## src/rtl/sqrt_pkg.sv

```systemverilog
// Shared types and constants for the odd-subtraction square-root controller
// and the add/sub/max arithmetic unit it drives.
package sqrt_pkg;

    localparam int unsigned DATA_W = 8;
    localparam int unsigned RAD_W  = 7;
    localparam int unsigned ROOT_W = 4;
    localparam int unsigned CNT_W  = 2;
    localparam int unsigned SEL_W  = 2;

    localparam logic [SEL_W-1:0] AU_ADD = 2'b00;
    localparam logic [SEL_W-1:0] AU_SUB = 2'b10;
    localparam logic [SEL_W-1:0] AU_MAX = 2'b11;

    typedef enum logic [1:0] {
        IDLE  = 2'd0,
        ISSUE = 2'd1,
        WAIT  = 2'd2,
        DONE  = 2'd3
    } state_e;

endpackage

```

## src/rtl/sqrt_seq_ctrl.sv

```systemverilog
// Integer square root of a 7-bit radicand by repeated odd-number subtraction,
// using an external pipelined AU for the subtract and its sign bit as borrow.
module sqrt_seq_ctrl
    import sqrt_pkg::*;
#(
    parameter int unsigned AU_LAT = 1
) (
    input  logic                 clk,
    input  logic                 rst_n,
    input  logic                 start,
    input  logic [RAD_W-1:0]     radicand,
    output logic                 busy,
    output logic                 done,
    output logic [ROOT_W-1:0]    root,
    output logic [DATA_W-1:0]    remainder,
    output logic [DATA_W-1:0]    au_a,
    output logic [DATA_W-1:0]    au_b,
    output logic [SEL_W-1:0]     au_sel,
    input  logic [DATA_W-1:0]    au_out
);

    state_e              r_state;
    logic [DATA_W-1:0]   r_rem;
    logic [DATA_W-1:0]   r_odd;
    logic [ROOT_W-1:0]   r_root;
    logic [CNT_W-1:0]    r_cnt;
    logic                r_busy;
    logic                r_done;

    // Operands and results come straight from the working registers.
    assign au_a      = r_rem;
    assign au_b      = r_odd;
    assign au_sel    = AU_SUB;
    assign root      = r_root;
    assign remainder = r_rem;
    assign busy      = r_busy;
    assign done      = r_done;

    always_ff @(posedge clk or negedge rst_n) begin
        if (!rst_n) begin
            r_state <= IDLE;
            r_rem   <= '0;
            r_odd   <= '0;
            r_root  <= '0;
            r_cnt   <= '0;
            r_busy  <= 1'b0;
            r_done  <= 1'b0;
        end else begin
            r_done <= 1'b0;
            unique case (r_state)
                IDLE: begin
                    if (start) begin
                        r_rem   <= {1'b0, radicand};
                        r_odd   <= DATA_W'(1);
                        r_root  <= '0;
                        r_busy  <= 1'b1;
                        r_state <= ISSUE;
                    end
                end
                ISSUE: begin
                    r_cnt   <= CNT_W'(AU_LAT - 1);
                    r_state <= WAIT;
                end
                WAIT: begin
                    // Sign bit of the difference is an exact borrow: operands never exceed 127.
                    if (r_cnt != '0) begin
                        r_cnt <= r_cnt - CNT_W'(1);
                    end else if (!au_out[DATA_W-1]) begin
                        r_rem   <= au_out;
                        r_root  <= r_root + ROOT_W'(1);
                        r_odd   <= r_odd + DATA_W'(2);
                        r_state <= ISSUE;
                    end else begin
                        r_busy  <= 1'b0;
                        r_done  <= 1'b1;
                        r_state <= DONE;
                    end
                end
                DONE: begin
                    r_state <= IDLE;
                end
                default: begin
                    r_state <= IDLE;
                end
            endcase
        end
    end

endmodule

```

## config.mk

```make
export PLATFORM = sky130hd
export DESIGN_NAME = sqrt_seq_ctrl
export DESIGN_NICKNAME = d
export VERILOG_FILES = /design/src/rtl/sqrt_pkg.sv /design/src/rtl/sqrt_seq_ctrl.sv
export SDC_FILE = /design/constraint.sdc
export NUM_CORES = 1
export LEC_CHECK = 0
export BUFFER_PORTS_ARGS = -buffer_cell sky130_fd_sc_hd__buf_2
export CAP_MARGIN = 20
export CELL_PAD_IN_SITES_DETAIL_PLACEMENT = 0
export CELL_PAD_IN_SITES_GLOBAL_PLACEMENT = 2
export CORE_MARGIN = 5
export CORE_UTILIZATION = 25
export CTS_CLUSTER_SIZE = 40
export DETAILED_ROUTE_END_ITERATION = 8
export PLACE_DENSITY_LB_ADDON = 0.15
export SLEW_MARGIN = 20
export SYNTH_ARGS = -nofsm -noshare
export SYNTH_HDL_FRONTEND = slang
export SYNTH_SLANG_ARGS = --single-unit
```

## constraint.sdc

```tcl
create_clock -name clk -period 2.48 [get_ports clk]
set_input_delay 0.744 -clock clk [delete_from_list [all_inputs] [get_ports clk]]
set_output_delay 0.744 -clock clk [all_outputs]
set_load 0.01 [all_outputs]
```

== Word level (Yosys, flattened, before mapping) ==
Index checks and enable logic that the tools add are counted.

* Output and inout port bits: 32
* Word-level logic and storage cells: 51
* Bits of input ports: 18
* Bits in registers: 26

* Mux-type cells: 25
* Reductions and logical operators: 8
* Add/subtract/negate cells: 3
* Eq/ne operators: 8

{| class="wikitable"
|+ Operators by type and width
! operator !! number
|-
| $mux W8 || 6
|-
| $pmux W8 S2 || 2
|-
| $mux W4 || 3
|-
| $ne A2 B2 Y1 const B || 5
|-
| $add A8 B2 Y8 const B || 1
|-
| $mux W2 || 4
|-
| $pmux W2 S4 || 1
|-
| $pmux W4 S2 || 1
|-
| $reduce_and A4 Y1 || 2
|-
| $mux W1 || 6
|-
| $reduce_bool A2 Y1 || 3
|-
| $add A4 B1 Y4 const B || 1
|-
| $eq A2 B2 Y1 const B || 2
|-
| $pmux W2 S2 || 1
|-
| $reduce_and A2 Y1 || 2
|-
| $eq A2 B1 Y1 const B || 1
|-
| $logic_not A2 Y1 || 1
|-
| $pmux W1 S2 || 1
|-
| $sub A2 B1 Y2 const B || 1
|}

== Depth between registers and ports, before layout ==
* Word-level depth: 4
* Gate-level depth with buffers: 6

== Worst setup path before layout ==
Ideal clock, no wire load.

* Path kind: input port to flip-flop
* Start point: input port au_out[7]
* End point: register r_rem[0], in the netlist au_a[0]
* Stages: 3
* Arrival: 1.583 ns
* Path buffers: 0
* Path slack: 0.772 ns
* Setup time: 0.125 ns
* Cell sequence: nand3b_1 -> a21oi_4 -> mux2_2

* Word-level cells in the longest chain between the ends: 2

{| class="wikitable"
|+ Ends and longest elaborated chain
! item !! line !! source
|-
| from (decl) || sqrt_seq_ctrl.sv:19 || <nowiki>input logic [DATA_W-1:0] au_out</nowiki>
|-
| $ne A2 B2 Y1 (no source line) || n/a ||
|-
| $reduce_and A4 Y1 (no source line) || n/a ||
|-
| to (signal assigned) || sqrt_seq_ctrl.sv:53 || <nowiki>r_rem <= {1'b0, radicand};</nowiki>
|-
| to (signal assigned) || sqrt_seq_ctrl.sv:69 || <nowiki>r_rem <= au_out;</nowiki>
|-
| to (decl) || sqrt_seq_ctrl.sv:23 || <nowiki>logic [DATA_W-1:0] r_rem;</nowiki>
|}

Every way passes these cells.
A chain may end at the register's enable or synchronous reset.

== Final worst setup path ==
* Start point: register r_cnt[0]
* End point: register r_root[1], in the netlist root[1]

* Word-level cells in the longest chain between the ends: 3

{| class="wikitable"
|+ Ends and longest elaborated chain
! item !! line !! source
|-
| from (decl) || sqrt_seq_ctrl.sv:26 || <nowiki>logic [CNT_W-1:0] r_cnt;</nowiki>
|-
| from (signal assigned) || sqrt_seq_ctrl.sv:61 || <nowiki>r_cnt <= CNT_W'(AU_LAT - 1);</nowiki>
|-
| from (signal assigned) || sqrt_seq_ctrl.sv:67 || <nowiki>r_cnt <= r_cnt - CNT_W'(1);</nowiki>
|-
| $reduce_bool A2 Y1 || sqrt_seq_ctrl.sv:66 || <nowiki>if (r_cnt != '0) begin</nowiki>
|-
| $ne A2 B2 Y1 (no source line) || n/a ||
|-
| $reduce_and A4 Y1 (no source line) || n/a ||
|-
| to (signal assigned) || sqrt_seq_ctrl.sv:70 || <nowiki>r_root <= r_root + ROOT_W'(1);</nowiki>
|-
| to (decl) || sqrt_seq_ctrl.sv:25 || <nowiki>logic [ROOT_W-1:0] r_root;</nowiki>
|}

Every way passes these cells.

==> reports/metrics.cfg <==
[power_and_ir_drop]
p_sw_uw=705
ir_worst_vdd_mv=0.352
p_sw_frac=0.404
pwr-share-seq=0.404
pwr-share-comb=0.454
clkPwrFrac=0.141
power_uw=1750
p_leak_uw=0.000773
p_per_area_nw_per_um2=1060
p_int_uw=1040

[global_route]
grt_max_degree=26
grt.overflow.total=0
grt_pass1_wl_um=5650
grt_pass1_vias=1116
antenna_found_initial=0
grt_use_total=0.0970

[finish]
layout_commonest_cell=buf_2
drive_gt1_frac=0.401
stdcell_count=239
fin_nets=189
synthToLayoutAreaGrowth_pct=20.2
num-fill-cells=596
diodes=0
final_cell_mix=buf_2, dfrtp_1, mux2_2, inv_1, nand2_1

[die]
core_sq_um=5410
start_util=0.253
die_area_sq_um=7040
io_pins=50
core.rowCount=27
die_h_um=83.9
die_w_um=83.9

[synth]
ys_seq_elements=25
synth_warnings=0
synth_edf_count=0
avgSynthCellArea_sq_um=10.6
synth-async-reset-ratio=1.00
yosysUniqueCellTypes=28
ys_seq_area_frac=0.458
synth_cells=129
synth_area_sq_um=1370
synthFlopType=dfrtp_1

[hold_path]
hold_path_class=primary input to async pin

[worst_setup_path]
end_kind=flip-flop
cp-start-kind=flip-flop
required_ns=2.67
arrival_ns=2.04
critical_path_class=flip-flop to flip-flop
critPathMaxFanout=10

[timing]
tns_ns=0
rsz0062_at_grt=false
hold_viol=0
maxSlewViolCount=0
fin_hold_ws_ns=0.466
min_period_over_period=0.747
worst_slew_pin_slew_ns=0.597
relSlewSlack=0.602
max_freq_ghz=0.540
fin_skew_ns=0.00134
period_needed_ns=1.85
setup_viol=0

[clock_network]
cts.clk_slew.worst_paths_ns=0.09
cts_htree_levels=1
ctsHoldBuffers=0
cts.sinks=25
cts_resized=0
tritoncts=yes
clock_latency_ns=0.27
post_cts_buffers=0
cts_buffers=3
cts-root-buf=clkbuf_8
cts_buffer_depth=2

[place]
gp_congestion=0.736
dp_hpwl_um=2410
dp_cells=235
io_buffer_count=45

[drt]
remaining_drc_errors=0
wl_per_cell_um=13.2
routed-via-count=1049
ant_nets=0
drt_iter0_drc=45
totalWireLength_um=3150
drt_pass1_iterations=4
via_per_inst=4.39

[job]
cap_viol_max_count=0

[status]
status=finished, final reports clean

power by group through the flow:
stage               Clock [uW]  Combinational [uW]  Sequential [uW]
floorplan                    0                 545              749
global placement             0                 811              712
detailed placement           0                 817              719
CTS                        261                 818              709
global route               274                 897              743
finish                     247                 793              706
critical path, stage by stage (launching register included):
cell and delay, ns:
dfrtp_1 0.41, inv_1 0.08, ha_1 0.29, nand3b_1 0.21, a21oi_4 0.33, buf_4 0.24, mux2i_1 0.21
layout make-up:
cell class              instances  area, sq um  share of cell area
clock inverters                 1         5.00             0.00305
well taps                      72         90.1              0.0549
repair buffers                 47          240               0.146
inverters                      13         48.8              0.0297
clock buffers                   3         41.3              0.0252
flip-flops and latches         25          626               0.381
multi-input cells              78          589               0.359
synth_stat cells (3+ instances only):
master	count	area (sq um)
ha_1	3	37.5
dfrtp_1	25	626
o211ai_1	7	52.6
mux2i_1	4	40.0
nand3_1	5	25.0
o21ai_0	5	25.0
or3_1	3	18.8
nand2b_1	3	18.8
buf_2	3	15.0
mux2_2	14	158
a21oi_1	5	25.0
inv_1	13	48.8
buf_4	11	82.6
nand2_1	8	30.0
or4_1	3	22.5
path summary, 6_finish.rpt:
check | slack, ns | end | startpoint | depth (start not counted)
worst max-delay path | 0.63 | root[1]$_DFFE_PN0P_ | r_cnt[0]$_DFFE_PN0P_ | 6
worst min-delay path | 0.47 | au_b[5]$_DFFE_PN0P_ | rst_n | 1
worst max register to register | 0.63 | root[1]$_DFFE_PN0P_ | r_cnt[0]$_DFFE_PN0P_ | 6
worst min register to register | 0.48 | au_b[0]$_DFFE_PN0P_ | au_b[0]$_DFFE_PN0P_ | 2
max in group asynchronous | 1.62 | au_b[1]$_DFFE_PN0P_ | rst_n | 1
min in group clk | 0.48 | au_b[0]$_DFFE_PN0P_ | au_b[0]$_DFFE_PN0P_ | 2
layer usage:
| layer | wire length (um) | vias up | part of all wire | global-route usage |
|---|---|---|---|---|
| met2 | 1570 | 21 | 0.50 | 0.158 |
| met3 | 157 | 2 | 0.050 | 0.0197 |
| met4 | 25 | 0 | 0.0079 | 0.0307 |
| met5 | 0 | - | 0 | 0 |
| met1 | 1400 | 508 | 0.44 | 0.128 |
| li1 | - | 518 | - | - |
registers in the layout, summed over array words and instances (netlist names):
signal / flops
root: 4
r_cnt: 2
au_a: 7
busy: 1
au_b: 8
r_state: 2
done: 1
cell families after synthesis:
| logic type | synth area share |
|---|---|
| mux | 0.145 |
| fa+ha+maj | 0.0275 |
| flops | 0.458 |
| compound gates | 0.134 |
| simple gates | 0.115 |
| other cells | 0.00550 |
| buf+inv | 0.115 |
metrics by stage:
step | setup slack (ns) | instance area, sq um | util
6_report | 0.627 | 1640 | 0.303
5_1_grt | 0.393 | 1640 | 0.303
4_1_cts | 0.591 | 1640 | 0.303
2_1_floorplan | 0.772 | 1370 | -
3_5_place_dp | 0.458 | 1590 | 0.295
3_3_place_gp | 0.499 | 1590 | 0.295
Note: power is estimated with default switching activity, not from simulation.
